## config.mk

```make
export PLATFORM = sky130hd
export DESIGN_NAME = scroll_tick_ctrl
export DESIGN_NICKNAME = d
export VERILOG_FILES = /design/src/rtl/scroll_tick_ctrl.sv
export SDC_FILE = /design/constraint.sdc
export NUM_CORES = 1
export LEC_CHECK = 0
export ABC_AREA = 1
export ABC_CLOCK_PERIOD_IN_PS = 2000
export CELL_PAD_IN_SITES_DETAIL_PLACEMENT = 0
export CELL_PAD_IN_SITES_GLOBAL_PLACEMENT = 1
export CORE_MARGIN = 5
export CORE_UTILIZATION = 37
export CTS_CLUSTER_DIAMETER = 120
export CTS_CLUSTER_SIZE = 8
export DETAILED_ROUTE_END_ITERATION = 10
export HOLD_SLACK_MARGIN = 0.03
export PLACE_DENSITY = 0.82
export SLEW_MARGIN = 20
export SYNTH_ARGS = -nofsm -noshare
export SYNTH_HDL_FRONTEND = slang
export SYNTH_SLANG_ARGS = --single-unit
```

## constraint.sdc

```tcl
create_clock -name clk_in -period 2 [get_ports clk_in]
set_input_delay 0.4 -clock clk_in [delete_from_list [all_inputs] [get_ports clk_in]]
set_output_delay 0.4 -clock clk_in [all_outputs]
set_load 0.02 [all_outputs]
```

## src/rtl/scroll_tick_ctrl.sv

```systemverilog
// scroll_tick_ctrl: converts rising edges of the prescaler's slow output into
// one-cycle ticks. The ticks step a wrapping character offset for a text
// marquee and drive a cursor blink flag. Advancing can be free-running
// (every slow edge) or single-stepped from a button level while paused.
// All outputs are registered, so an edge sampled in cycle n is visible in
// cycle n+1.
module scroll_tick_ctrl #(
    parameter int LEN_W     = 6,
    parameter int BLINK_DIV = 4,
    parameter int BLINK_W   = 3
) (
    input  logic             clk_in,
    input  logic             rstn,
    input  logic             slow_clk,
    input  logic             run,
    input  logic             step,
    input  logic             dir,
    input  logic [LEN_W-1:0] msg_len,
    output logic [LEN_W-1:0] offset,
    output logic             tick,
    output logic             wrap,
    output logic             blink
);

    // Edge history; resetting these high means a level that is already
    // high at reset release must be seen low before it can count as an edge.
    logic               slow_q;
    logic               step_q;
    logic [BLINK_W-1:0] blink_cnt;

    logic               se;
    logic               pe;
    logic               adv;
    logic [LEN_W-1:0]   len_eff;
    logic [LEN_W-1:0]   last_idx;

    // Forward step with wrap at the last valid character.
    function automatic logic [LEN_W-1:0] step_up(input logic [LEN_W-1:0] cur,
                                                  input logic [LEN_W-1:0] last);
        return (cur == last) ? '0 : cur + LEN_W'(1);
    endfunction

    // Backward step with wrap from character 0 to the last valid character.
    function automatic logic [LEN_W-1:0] step_down(input logic [LEN_W-1:0] cur,
                                                    input logic [LEN_W-1:0] last);
        return (cur == '0) ? last : cur - LEN_W'(1);
    endfunction

    // Edge detection and the advance qualifier; step only matters while paused.
    always_comb begin
        se       = slow_clk & ~slow_q;
        pe       = step & ~step_q;
        adv      = (run & se) | (~run & pe);
        len_eff  = (msg_len == '0) ? LEN_W'(1) : msg_len;
        last_idx = len_eff - LEN_W'(1);
    end

    // Input history registers, sampled every cycle.
    always_ff @(posedge clk_in or negedge rstn) begin
        if (!rstn) begin
            slow_q <= 1'b1;
            step_q <= 1'b1;
        end else begin
            slow_q <= slow_clk;
            step_q <= step;
        end
    end

    // Tick is the slow-clock edge delayed one cycle, independent of run.
    always_ff @(posedge clk_in or negedge rstn) begin
        if (!rstn) begin
            tick <= 1'b0;
        end else begin
            tick <= se;
        end
    end

    // Offset and wrap: a shrunken message length forces the offset back to 0
    // and swallows any coincident advance; otherwise advance in the chosen
    // direction, flagging wrap when crossing the message boundary.
    always_ff @(posedge clk_in or negedge rstn) begin
        if (!rstn) begin
            offset <= '0;
            wrap   <= 1'b0;
        end else if (offset >= len_eff) begin
            offset <= '0;
            wrap   <= 1'b0;
        end else if (adv && !dir) begin
            offset <= step_up(offset, last_idx);
            wrap   <= (offset == last_idx);
        end else if (adv && dir) begin
            offset <= step_down(offset, last_idx);
            wrap   <= (offset == '0);
        end else begin
            wrap   <= 1'b0;
        end
    end

    // Cursor blink: count slow edges and toggle every BLINK_DIV of them.
    always_ff @(posedge clk_in or negedge rstn) begin
        if (!rstn) begin
            blink_cnt <= '0;
            blink     <= 1'b1;
        end else if (se) begin
            if (blink_cnt == BLINK_W'(BLINK_DIV - 1)) begin
                blink_cnt <= '0;
                blink     <= ~blink;
            end else begin
                blink_cnt <= blink_cnt + BLINK_W'(1);
            end
        end
    end

endmodule

```

==> summary.json <==
{
  "die-height": {"value": 67.92, "unit": "um"},
  "grt_max_degree": {"value": 15},
  "combined_area_of_all_synthesized_cells": {"value": 1241, "unit": "um2"},
  "route.antenna.remaining_nets": {"value": 0},
  "synth.top_cell.area_share": {"value": 0.2218},
  "achievable-frequency": {"value": 0.5351, "unit": "GHz"},
  "tns": {"value": 0, "unit": "ns"},
  "fillCellCount": {"value": 338},
  "postLayoutCellArea": {"value": 1737, "unit": "um2"},
  "number_of_stages_on_the_worst_setup_path": {"value": 1},
  "rr_endpoint": {"value": "wrap"},
  "critical_path_sink_type": {"value": "primary output"},
  "gp_congestion": {"value": 1.011},
  "critPathCapture": {"value": "offset[5]"},
  "worstPathRequired": {"value": 1.60, "unit": "ns"},
  "wire_length_of_the_first_global_routing_pass": {"value": 5706, "unit": "um"},
  "syn_nets": {"value": 200},
  "drt_wl_total": {"value": 3327, "unit": "um"},
  "postSynthAreaPerCell": {"value": 6.934, "unit": "um2"},
  "postSynthRegisterBits": {"value": 14},
  "yosys_warnings": {"value": 0},
  "detailedRoute.firstIterationViolations": {"value": 71},
  "post_layout_worst_setup_margin": {"value": 0.1311, "unit": "ns"},
  "final_nets": {"value": 243},
  "timing.max_cap.violations": {"value": 0},
  "clock_skew": {"value": 0.003836, "unit": "ns"},
  "final.min_clock_period": {"value": 1.869, "unit": "ns"},
  "portBuffers": {"value": 20},
  "hold_viol_final": {"value": 0},
  "netlist.top_cell.by_area": {"value": "dfrtp_1"},
  "power.density_cell_area": {"value": 1012, "unit": "nW/um2"},
  "clk_latency": {"value": 0.28, "unit": "ns"},
  "drt-vias-per-instance": {"value": 4.798},
  "worst_vdd_ir": {"value": 0.4644, "unit": "mV"},
  "design.die.area": {"value": 4613, "unit": "um2"},
  "detailed_place_hpwl": {"value": 2665, "unit": "um"},
  "clock_sink_count": {"value": 14},
  "result_of_the_run": {"value": "completed"},
  "ios": {"value": 21},
  "ctsRootBufferMaster": {"value": "clkbuf_4"},
  "post_synth_num_cell_types": {"value": 29},
  "timing_worst_setup_path_type": {"value": "reg -> out"},
  "critPathSlowestCell": {"value": "clkdlybuf4s50_1"},
  "placedInstanceArea": {"value": 1637, "unit": "um2"},
  "r2r_setup_slack": {"value": 0.25, "unit": "ns"},
  "synthMostInstantiatedCell": {"value": "nand2_1"},
  "post_drt_wl_per_cell": {"value": 12.46, "unit": "um"},
  "post_synth_inst_count": {"value": 179},
  "vias_in_the_first_global_route": {"value": 1282},
  "timing.critical_path.from_type": {"value": "register"},
  "clock_tree_from_tritoncts": {"value": "yes"},
  "floorplan.initialDensity": {"value": 0.3779},
  "timing.final.max_slew_violations": {"value": 0},
  "sequential_to_total_area_share_from_yosys_stat": {"value": 0.2853},
  "overflow": {"value": 0},
  "max_stage_delay": {"value": 0.67, "unit": "ns"},
  "hold_path.class": {"value": "reg -> reg"},
  "vias": {"value": 1281},
  "drtPass1Iterations": {"value": 5},
  "clockBufferDepth": {"value": 2},
  "yosys-top-cells-area": {"value": "dfrtp_1 22%, nand2_1 19%, ha_1 9.1%, dfstp_2 6.4%, inv_1 6.0%"},
  "antenna_cells": {"value": 0},
  "top_cells_by_count_synth": {"value": "63 x nand2_1, 20 x inv_1, 15 x nand3_1, 11 x dfrtp_1"},
  "global_route.usage.total": {"value": 0.1593},
  "critical_path_buf_inv_count": {"value": 1},
  "dieWidth": {"value": 67.92, "unit": "um"},
  "ctsHtreeMaxLevel": {"value": 1},
  "drcViolationCount": {"value": 0},
  "post-route-period-util": {"value": 0.9345},
  "grt_antenna_before_repair": {"value": 0},
  "area_of_the_core": {"value": 3284, "unit": "um2"},
  "cts_buffers": {"value": 3},
  "worst_r2r_startpoint": {"value": "offset[5]"},
  "synthToLayoutAreaGrowth": {"value": 39.92, "unit": "%"},
  "path_max_fanout": {"value": 6},
  "placementRows": {"value": 21},
  "finalSetupViolations": {"value": 0},
  "path_cells": {"value": "clkdlybuf4s50_1"},
  "edff_count_synth": {"value": 0},
  "path_clk_slew": {"value": 0.08, "unit": "ns"},
  "reg2regPathDepth": {"value": 8},
  "post_route_cells_drive_above_1_share": {"value": 0.2217},
  "total_power": {"value": 1.757, "unit": "mW"},
  "async_flop_share": {"value": 1.000},
  "timing_worst_slew_pin_value": {"value": 0.6042, "unit": "ns"},
  "startpoint": {"value": "offset[5]"},
  "leakage": {"value": 0.9017, "unit": "nW"},
  "critical_path.top_delay_family": {"value": "buffers and inverters"},
  "relSlewSlack": {"value": 0.5960},
  "placement.setup.worst_slack": {"value": -0.1832, "unit": "ns"},
  "cp_data_arrival_time": {"value": 1.47, "unit": "ns"},
  "synth_ff_type": {"value": "dfrtp_1"}
}
[per-layer routing]
metal | vias to the layer above | share of wire | GRT usage
met3 | 2 | 0.068 | 0.02135
met1 | 574 | 0.44 | 0.2189
met2 | 43 | 0.48 | 0.2635
met4 | 0 | 0.0078 | 0.03722
li1 | 662 | - | -
met5 | - | 0 | 0
[report_power, final]
| part | switching, mW | total (mW) | internal (mW) |
|---|---|---|---|
| clock network | 0.0881 | 0.199 | 0.111 |
| logic | 0.629 | 1.09 | 0.465 |
| registers | 0.0952 | 0.464 | 0.369 |
| total | 0.812 | 1.76 | 0.945 |
[sequential cells by signal, summed over array words and instances (netlist names)]
register / cells
wrap: 1
offset: 6
tick: 1
blink_cnt: 3
blink: 1
slow_q: 1
step_q: 1
[cell families after synthesis]
logic type	Yosys count	synth area share
DFF	14	0.2853
and+or+nand+nor	102	0.3780
AOI/OAI and AO/OA	22	0.1089
xor gates and xnor gates	9	0.06351
buffers and inverters	23	0.07358
adders and majority gates	9	0.09073
[metrics by stage]
step                        util  hold WS (ns)  std cells
after floorplan                -        0.1044        179
after global placement    0.4983        0.4586        263
after detailed placement  0.4983        0.4684        263
after CTS                 0.5093        0.4888        267
after global routing      0.5288        0.5081        267
final                     0.5288        0.4864        267
[how the worst min path moves through the flow]
stage                       startpoint            to  slack [ns]  cells after the start
after floorplan                   rstn  blink_cnt[0]        0.10                      0
after detailed placement  blink_cnt[1]  blink_cnt[1]        0.47                      2
after global placement    blink_cnt[1]  blink_cnt[1]        0.46                      2
after global routing             blink         blink        0.51                      1
final                     blink_cnt[1]  blink_cnt[1]        0.49                      2
after CTS                 blink_cnt[1]  blink_cnt[1]        0.49                      2
[what timing repair did]
item / in CTS / in global routing
hold buffers: 0 / 0
endpoints found under the setup margin: 0 / 8
setup buffers: 0 / 0
resized for setup: 0 / 17
[layout by cell type (no fill, tap or decap), drive strengths merged]
cell type,n
nand2,65
inv,21
buf,20
nand3,18
clkdlybuf4s50,16
nor2,14
dfrtp,11
ha,9
xor2,8
a21oi,8
o21ai,7
dlymetal6s2s,4
clkbuf,4
a31oi,3
dfstp,3
nor3,2
nand4,2
o211a,1
o22ai,1
o21bai,1
o21a,1
or2,1
xnor2,1
[final cells by class]
cell class	instances	area (um2)	share of cell area
multi-input combinational	142	848.3	0.4885
timing repair buffer	40	360.3	0.2075
sequential	14	355.3	0.2046
inverter	21	78.83	0.04539
tap	46	57.56	0.03314
clock buffer	4	36.28	0.02089
No activity file was read; power rests on OpenSTA's default activity.
